$ cat src/rtl/opb_register_bank_ppc2simulink_if.sv
// OPB slave-side bus bundle for the register bank.
//   master modport : the OPB side (address, byte enables, write data, select)
//   slave modport  : the register bank (read data, acknowledge, tied-off status)
// Vectors keep the OPB big-endian numbering: bit 0 is the MSB.
interface opb_register_bank_ppc2simulink_if;
    logic [0:31] OPB_ABus;
    logic [0:3]  OPB_BE;
    logic [0:31] OPB_DBus;
    logic        OPB_RNW;
    logic        OPB_select;
    logic        OPB_seqAddr;
    logic [0:31] Sl_DBus;
    logic        Sl_xferAck;
    logic        Sl_errAck;
    logic        Sl_retry;
    logic        Sl_toutSup;

    modport master (
        output OPB_ABus, OPB_BE, OPB_DBus, OPB_RNW, OPB_select, OPB_seqAddr,
        input  Sl_DBus, Sl_xferAck, Sl_errAck, Sl_retry, Sl_toutSup
    );

    modport slave (
        input  OPB_ABus, OPB_BE, OPB_DBus, OPB_RNW, OPB_select, OPB_seqAddr,
        output Sl_DBus, Sl_xferAck, Sl_errAck, Sl_retry, Sl_toutSup
    );
endinterface

$ cat src/rtl/opb_register_bank_ppc2simulink.sv
// OPB-slave bank of C_NUM_REGS 32-bit shadow registers plus one commit register.
// Writes land in shadows; a write to the commit register copies the masked
// shadows to the fabric outputs in a single cycle and bumps a 16-bit counter.
//   OPB_Clk, OPB_Rst_n : sole clock, asynchronous active-low reset
//   opb                : OPB slave bus (see the interface file)
//   user_data_out      : register i at bits [32i+31:32i]
//   user_data_valid    : one-cycle strobe per register when it is committed
//
// state   | meaning
// ST_IDLE | waiting for a selected, in-range transfer
// ST_ACK  | acknowledge cycle; read data on Sl_DBus, no new accept
module opb_register_bank_ppc2simulink #(
    parameter logic [31:0] C_BASEADDR    = 32'h0000_0000,
    parameter logic [31:0] C_HIGHADDR    = 32'h0000_00FF,
    parameter int          C_NUM_REGS    = 4,
    parameter logic [31:0] C_PULSE_MASK  = 32'h0000_0000,
    parameter bit          C_AUTO_COMMIT = 1'b0,
    parameter logic [31:0] C_RESET_VALUE = 32'h0000_0000
) (
    input  logic                          OPB_Clk,
    input  logic                          OPB_Rst_n,
    opb_register_bank_ppc2simulink_if.slave opb,
    output logic [32*C_NUM_REGS-1:0]      user_data_out,
    output logic [C_NUM_REGS-1:0]         user_data_valid
);
    typedef enum logic {ST_IDLE, ST_ACK} state_t;

    localparam logic [31:0] SPAN     = C_HIGHADDR - C_BASEADDR;
    localparam logic [29:0] K_COMMIT = 30'(C_NUM_REGS);

    state_t state, state_next;

    logic [31:0] abus, wdata, offset, rd_value, rd_q;
    logic [3:0]  be;
    logic [29:0] k;
    logic        hit, accept, wr_en, rd_en;
    logic [15:0] commit_count;
    logic [C_NUM_REGS-1:0] commit_en, valid_q;
    logic [31:0] shadow      [C_NUM_REGS];
    logic [31:0] shadow_next [C_NUM_REGS];
    logic [31:0] out_q       [C_NUM_REGS];
    logic        unused_bits;

    // Numeric (LSB = bit 0) views of the big-endian bus; be[3] is the MSB byte.
    assign abus  = opb.OPB_ABus;
    assign wdata = opb.OPB_DBus;
    assign be    = opb.OPB_BE;

    // Addresses below the base wrap to a huge offset, so one compare covers both bounds.
    assign offset      = abus - C_BASEADDR;
    assign k           = offset[31:2];
    assign hit         = (offset <= SPAN);
    assign unused_bits = &{1'b0, opb.OPB_seqAddr, offset[1:0]};

    always_ff @(posedge OPB_Clk or negedge OPB_Rst_n) begin
        if (!OPB_Rst_n) state <= ST_IDLE;
        else            state <= state_next;
    end

    always_comb begin
        state_next = state;
        accept     = 1'b0;
        case (state)
            ST_IDLE: begin
                if (opb.OPB_select && hit) begin
                    accept     = 1'b1;
                    state_next = ST_ACK;
                end
            end
            ST_ACK:  state_next = ST_IDLE;
            default: state_next = ST_IDLE;
        endcase
    end

    assign wr_en = accept & ~opb.OPB_RNW;
    assign rd_en = accept &  opb.OPB_RNW;

    always_comb begin
        rd_value  = '0;
        commit_en = '0;
        for (int i = 0; i < C_NUM_REGS; i++) begin
            shadow_next[i] = shadow[i];
            if (k == 30'(i)) begin
                rd_value = shadow[i];
                if (wr_en) begin
                    for (int b = 0; b < 4; b++) begin
                        if (be[b]) shadow_next[i][8*b +: 8] = wdata[8*b +: 8];
                    end
                    commit_en[i] = C_AUTO_COMMIT;
                end
            end
            if (wr_en && (k == K_COMMIT) && wdata[i]) commit_en[i] = 1'b1;
        end
        if (k == K_COMMIT) rd_value = {16'h0000, commit_count};
    end

    always_ff @(posedge OPB_Clk or negedge OPB_Rst_n) begin
        if (!OPB_Rst_n) begin
            rd_q         <= '0;
            valid_q      <= '0;
            commit_count <= '0;
            for (int i = 0; i < C_NUM_REGS; i++) begin
                shadow[i] <= C_RESET_VALUE;
                out_q[i]  <= C_PULSE_MASK[i] ? 32'h0 : C_RESET_VALUE;
            end
        end else begin
            // Cleared whenever no read is accepted, so Sl_DBus is zero outside read acks.
            rd_q    <= rd_en ? rd_value : 32'h0;
            valid_q <= commit_en;
            if (wr_en && (k == K_COMMIT)) commit_count <= commit_count + 16'd1;
            for (int i = 0; i < C_NUM_REGS; i++) begin
                shadow[i] <= shadow_next[i];
                if (commit_en[i])         out_q[i] <= shadow_next[i];
                else if (C_PULSE_MASK[i]) out_q[i] <= 32'h0;
            end
        end
    end

    always_comb begin
        user_data_out = '0;
        for (int i = 0; i < C_NUM_REGS; i++) user_data_out[32*i +: 32] = out_q[i];
    end

    assign user_data_valid = valid_q;
    assign opb.Sl_DBus     = rd_q;
    assign opb.Sl_xferAck  = (state == ST_ACK);
    assign opb.Sl_errAck   = 1'b0;
    assign opb.Sl_retry    = 1'b0;
    assign opb.Sl_toutSup  = 1'b0;
endmodule

$ cat src/flat_wrapper.sv
// flat-port wrapper written by rule: the top's interface ports become plain ports
module opb_register_bank_ppc2simulink_flat 
#(
    parameter logic [31:0] C_BASEADDR    = 32'h0000_0000,
    parameter logic [31:0] C_HIGHADDR    = 32'h0000_00FF,
    parameter int          C_NUM_REGS    = 4,
    parameter logic [31:0] C_PULSE_MASK  = 32'h0000_0000,
    parameter bit          C_AUTO_COMMIT = 1'b0,
    parameter logic [31:0] C_RESET_VALUE = 32'h0000_0000
)
  (OPB_Clk, OPB_Rst_n, user_data_out, user_data_valid, opb_OPB_ABus, opb_OPB_BE, opb_OPB_DBus, opb_OPB_RNW, opb_OPB_select, opb_OPB_seqAddr, opb_Sl_DBus, opb_Sl_xferAck, opb_Sl_errAck, opb_Sl_retry, opb_Sl_toutSup);
  opb_register_bank_ppc2simulink_if opb_i ();
  input  logic OPB_Clk;
  input  logic OPB_Rst_n;
  output logic [32*C_NUM_REGS-1:0] user_data_out;
  output logic [C_NUM_REGS-1:0] user_data_valid;
  input wire logic [$bits(opb_i.OPB_ABus)-1:0] opb_OPB_ABus;
  input wire logic [$bits(opb_i.OPB_BE)-1:0] opb_OPB_BE;
  input wire logic [$bits(opb_i.OPB_DBus)-1:0] opb_OPB_DBus;
  input wire logic [$bits(opb_i.OPB_RNW)-1:0] opb_OPB_RNW;
  input wire logic [$bits(opb_i.OPB_select)-1:0] opb_OPB_select;
  input wire logic [$bits(opb_i.OPB_seqAddr)-1:0] opb_OPB_seqAddr;
  output wire logic [$bits(opb_i.Sl_DBus)-1:0] opb_Sl_DBus;
  output wire logic [$bits(opb_i.Sl_xferAck)-1:0] opb_Sl_xferAck;
  output wire logic [$bits(opb_i.Sl_errAck)-1:0] opb_Sl_errAck;
  output wire logic [$bits(opb_i.Sl_retry)-1:0] opb_Sl_retry;
  output wire logic [$bits(opb_i.Sl_toutSup)-1:0] opb_Sl_toutSup;
  assign opb_i.OPB_ABus = opb_OPB_ABus;
  assign opb_i.OPB_BE = opb_OPB_BE;
  assign opb_i.OPB_DBus = opb_OPB_DBus;
  assign opb_i.OPB_RNW = opb_OPB_RNW;
  assign opb_i.OPB_select = opb_OPB_select;
  assign opb_i.OPB_seqAddr = opb_OPB_seqAddr;
  assign opb_Sl_DBus = opb_i.Sl_DBus;
  assign opb_Sl_xferAck = opb_i.Sl_xferAck;
  assign opb_Sl_errAck = opb_i.Sl_errAck;
  assign opb_Sl_retry = opb_i.Sl_retry;
  assign opb_Sl_toutSup = opb_i.Sl_toutSup;
  opb_register_bank_ppc2simulink #(.C_BASEADDR(C_BASEADDR), .C_HIGHADDR(C_HIGHADDR), .C_NUM_REGS(C_NUM_REGS), .C_PULSE_MASK(C_PULSE_MASK), .C_AUTO_COMMIT(C_AUTO_COMMIT), .C_RESET_VALUE(C_RESET_VALUE)) u_core (.OPB_Clk(OPB_Clk), .OPB_Rst_n(OPB_Rst_n), .opb(opb_i), .user_data_out(user_data_out), .user_data_valid(user_data_valid));
endmodule
$ cat config.mk
export PLATFORM = sky130hd
export DESIGN_NAME = opb_register_bank_ppc2simulink_flat
export DESIGN_NICKNAME = d
export VERILOG_FILES = /design/src/rtl/opb_register_bank_ppc2simulink_if.sv /design/src/rtl/opb_register_bank_ppc2simulink.sv /design/src/flat_wrapper.sv
export SDC_FILE = /design/constraint.sdc
export NUM_CORES = 1
export LEC_CHECK = 0
export CORE_MARGIN = 2
export CORE_UTILIZATION = 52
export CTS_BUF_LIST = sky130_fd_sc_hd__clkbuf_4 sky130_fd_sc_hd__clkbuf_8 sky130_fd_sc_hd__clkbuf_16
export CTS_CLUSTER_DIAMETER = 30
export CTS_CLUSTER_SIZE = 10
export DETAILED_ROUTE_END_ITERATION = 8
export PLACE_DENSITY_LB_ADDON = 0.08
export SETUP_SLACK_MARGIN = 0.02
export SYNTH_ARGS = -nofsm -noshare
export SYNTH_HDL_FRONTEND = slang
export SYNTH_SLANG_ARGS = --single-unit
$ cat constraint.sdc
create_clock -name OPB_Clk -period 2.18 [get_ports OPB_Clk]
set_input_delay 0.654 -clock OPB_Clk [delete_from_list [all_inputs] [get_ports OPB_Clk]]
set_output_delay 0.654 -clock OPB_Clk [all_outputs]
set_load 0.01 [all_outputs]
==> flow_summary.yaml <==
global_routing:
  grt-busiest-layer: "met2"
  grt_overflow_total: 0
  use_met2: 0.449
  grt_use_met3: 0.0555
  grt_usage: 0.269
  antenna_found_initial: 3
  grt_max_degree: 67
  met1_usage: 0.360
  grt_pass1_wl_um: 53700
  grt_pass1_vias: 9209
clocking:
  cts_buffers: 56
  clock_sinks: 309
  clk-insertion-delay-late_ns: 0.57
  cts_tree: "done"
  clk_path_buf_depth: 3
  h-tree-depth: 2
  cts_root_buf: "clkbuf_16"
  clkTransAtPathRegs_ns: 0.05
route:
  drc: 0
  via_count: 8545
  firstDrtPassIters: 5
  drtIter0Drc: 570
  routedWlPerCell_um: 22.7
  final_antenna_net_count: 0
  finalWirelength_um: 34700
  via_per_inst: 5.60
min_path:
  hold_path.class: "primary input to async pin"
setup_path:
  cp.arrival_ns: 2.58
  setup.worst_path.start: "opb_OPB_BE[3]"
  slowest_delay_ns: 0.45
  r2r_start: "u_core.opb.Sl_xferAck"
  crit_path_end_kind: "flop"
  cp_max_fo: 8
  crit_slowest_cell: "clkdlybuf4s50_1"
  path_cells: "clkdlybuf4s50_1 > nor4bb_2 > buf_4 > nand4_2 > buf_6 > nor3_4 > buf_12 > mux2_2"
  required_ns: 2.62
  reg2reg_slack_ns: 0.11
  crit_type: "primary input to flop"
  crit_path_start_kind: "primary input"
synth:
  synth_edf_count: 0
  yosysSeqAreaShare: 0.600
  synth-seq-cells: 309
  syn-instance-count: 820
  avgSynthCellArea_um2: 15.7
  ys.warnings.count: 0
  synthArstFlopShare: 1.00
  yosysUniqueCellTypes: 37
  synth-main-ff-cell: "dfrtp_1"
  syn_area_um2: 12900
die:
  die_area_um2: 26100
  chipHeight_um: 161
  pin_count: 241
  die_w_um: 161
  start_util: 0.530
  coreArea_um2: 24300
  rows: 57
timing:
  min_period_ns: 2.14
  rsz0062_at_grt: "true"
  finalCritPeriodShare: 0.982
  slew_viol_final: 0
  max_freq_ghz: 0.467
  worst_hold_slack_ns: 0.00983
  fin_skew_ns: 0.0261
  final_hold_viol_count: 0
  setup_viol: 0
placement:
  post_dp_cell_area_um2: 16700
  gp_congestion: 0.840
  post-place-cells: 1410
  dp_hpwl_um: 22300
  port_buffers: 234
power_and_ir_drop:
  p_leak_nw: 10.1
  power-per-cell-area_nw_per_um2: 800
  peakVddDrop_uv: 714
cells_and_area:
  drive_above_1_share: 0.446
  stdcell_count: 1527
  nNetsFinal: 1230
  area_growth_pct: 49.5
  final_area_um2: 19300
flow_run:
  cap_violations: 0
run_status:
  status: "complete, no violations"
==> registers in the layout, summed over array words and instances, names as in the netlist <==
register                count
u_core.user_data_out      128
u_core.opb.Sl_xferAck       1
u_core.user_data_valid      4
u_core.commit_count        16
u_core.shadow             128
u_core.opb.Sl_DBus         32
==> cells in the mapped netlist, types with 2 or more instances <==
| cell type | number | area share |
|---|---|---|
| nor4_1 | 17 | 0.0082 |
| nand4_1 | 8 | 0.0039 |
| nand2b_1 | 4 | 0.0019 |
| clkbuf_1 | 15 | 0.0044 |
| nand2_1 | 8 | 0.0023 |
| mux2_2 | 218 | 0.19 |
| a21oi_1 | 16 | 0.0062 |
| nand4_2 | 8 | 0.0078 |
| buf_4 | 3 | 0.0017 |
| inv_1 | 5 | 0.0015 |
| and4_1 | 4 | 0.0027 |
| dfrtp_1 | 309 | 0.60 |
| and3_1 | 3 | 0.0015 |
| xor2_1 | 13 | 0.0088 |
| nor2b_1 | 16 | 0.0078 |
| mux2_1 | 39 | 0.034 |
| nor4bb_1 | 4 | 0.0031 |
| nor3_4 | 16 | 0.020 |
| nand3_1 | 38 | 0.015 |
| mux4_2 | 32 | 0.056 |
| buf_2 | 19 | 0.0074 |
| xnor2_1 | 2 | 0.0014 |
| and2_1 | 3 | 0.0015 |
| nor4_4 | 2 | 0.0033 |
| buf_1 | 6 | 0.0017 |
==> cells by family after synthesis <==
kind of cell | after synthesis | synth area share
AO/OA/AOI/OAI | 16 | 0.00621
XOR/XNOR | 15 | 0.0102
adder cells (fa/ha/maj) | 1 | 0.000970
buffers and inverters | 49 | 0.0176
flip-flops | 309 | 0.600
multiplexers | 289 | 0.280
other | 1 | 0.000291
AND/OR/NAND/NOR | 140 | 0.0847
==> cell type report <==
cell class	count	area, µm²
Clock inverter	34	494
Antenna cell	2	5.00
Multi-Input combinational cell	464	5440
Clock buffer	69	1560
Inverter	5	18.8
Tap cell	324	405
Fill cell	1331	5040
Timing Repair Buffer	320	3620
Sequential cell	309	7730
==> layout by cell type, fill, tap and decap left out, types with 6 or more instances in the layout <==
master,count
dfrtp_1,308
mux2_2,192
clkdlybuf4s50_1,161
mux2_4,63
clkbuf_16,57
dlymetal6s2s_1,46
buf_12,39
nand3_1,38
buf_4,34
mux4_2,32
dlygate4sd2_1,23
nor3_4,16
nor2b_1,16
xor2_1,13
nor4_2,13
a21oi_1,13
buf_6,12
bufinv_16,10
clkinv_2,10
nand4_1,8
nand2_1,8
nand4_4,7
clkbuf_8,7
clkinvlp_4,6
==> critical path, delay by kind of cell <==
kind / cells / cell delay (ns)
multiplexers: 1 / 0.33
buffers and inverters: 4 / 0.95
AND/OR/NAND/NOR: 3 / 0.64
==> stage by stage <==
step	setup slack, ns	power (mW)	TNS, ns	util
finish	0.0402	15.4	0	0.793
global route	0.00658	15.9	0	0.793
CTS	0.0178	15.5	0	0.780
detailed placement	-0.706	6.28	-173.29	0.689
global placement	-0.646	6.28	-165.19	0.689
floorplan	-0.166	5.94	-23.14	-
==> worst paths after layout <==
check | depth (start not counted) | to
max | 8 | u_core.shadow[91]
min | 1 | u_core.user_data_valid[2]
max reg2reg | 8 | u_core.shadow[115]
min reg2reg | 1 | u_core.commit_count[15]
max in group asynchronous | 2 | u_core.shadow[66]
min in group OPB_Clk | 1 | u_core.commit_count[15]
==> routing by layer <==
layer / vias up / share of wire
met3: 53 / 0.061
met1: 4485 / 0.42
met5: - / 0.00037
met2: 301 / 0.50
li1: 3704 / -
met4: 2 / 0.020
==> power by group <==
part | switching, mW | internal [mW]
registers | 0.0000000215 | 5.75
logic | 0.260 | 0.191
clock network | 2.95 | 6.27
total | 3.21 | 12.2
==> timing repair <==
action / CTS / global route
hold endpoints to repair: 0 / 0
cloned: 2 / 0
gates resized for setup: 41 / 91
hold buffers: 0 / 0
pin swaps: 4 / 23
buffers inserted: 8 / 3
setup endpoints to repair: 206 / 211
Note: power is estimated with default switching activity, not from simulation.
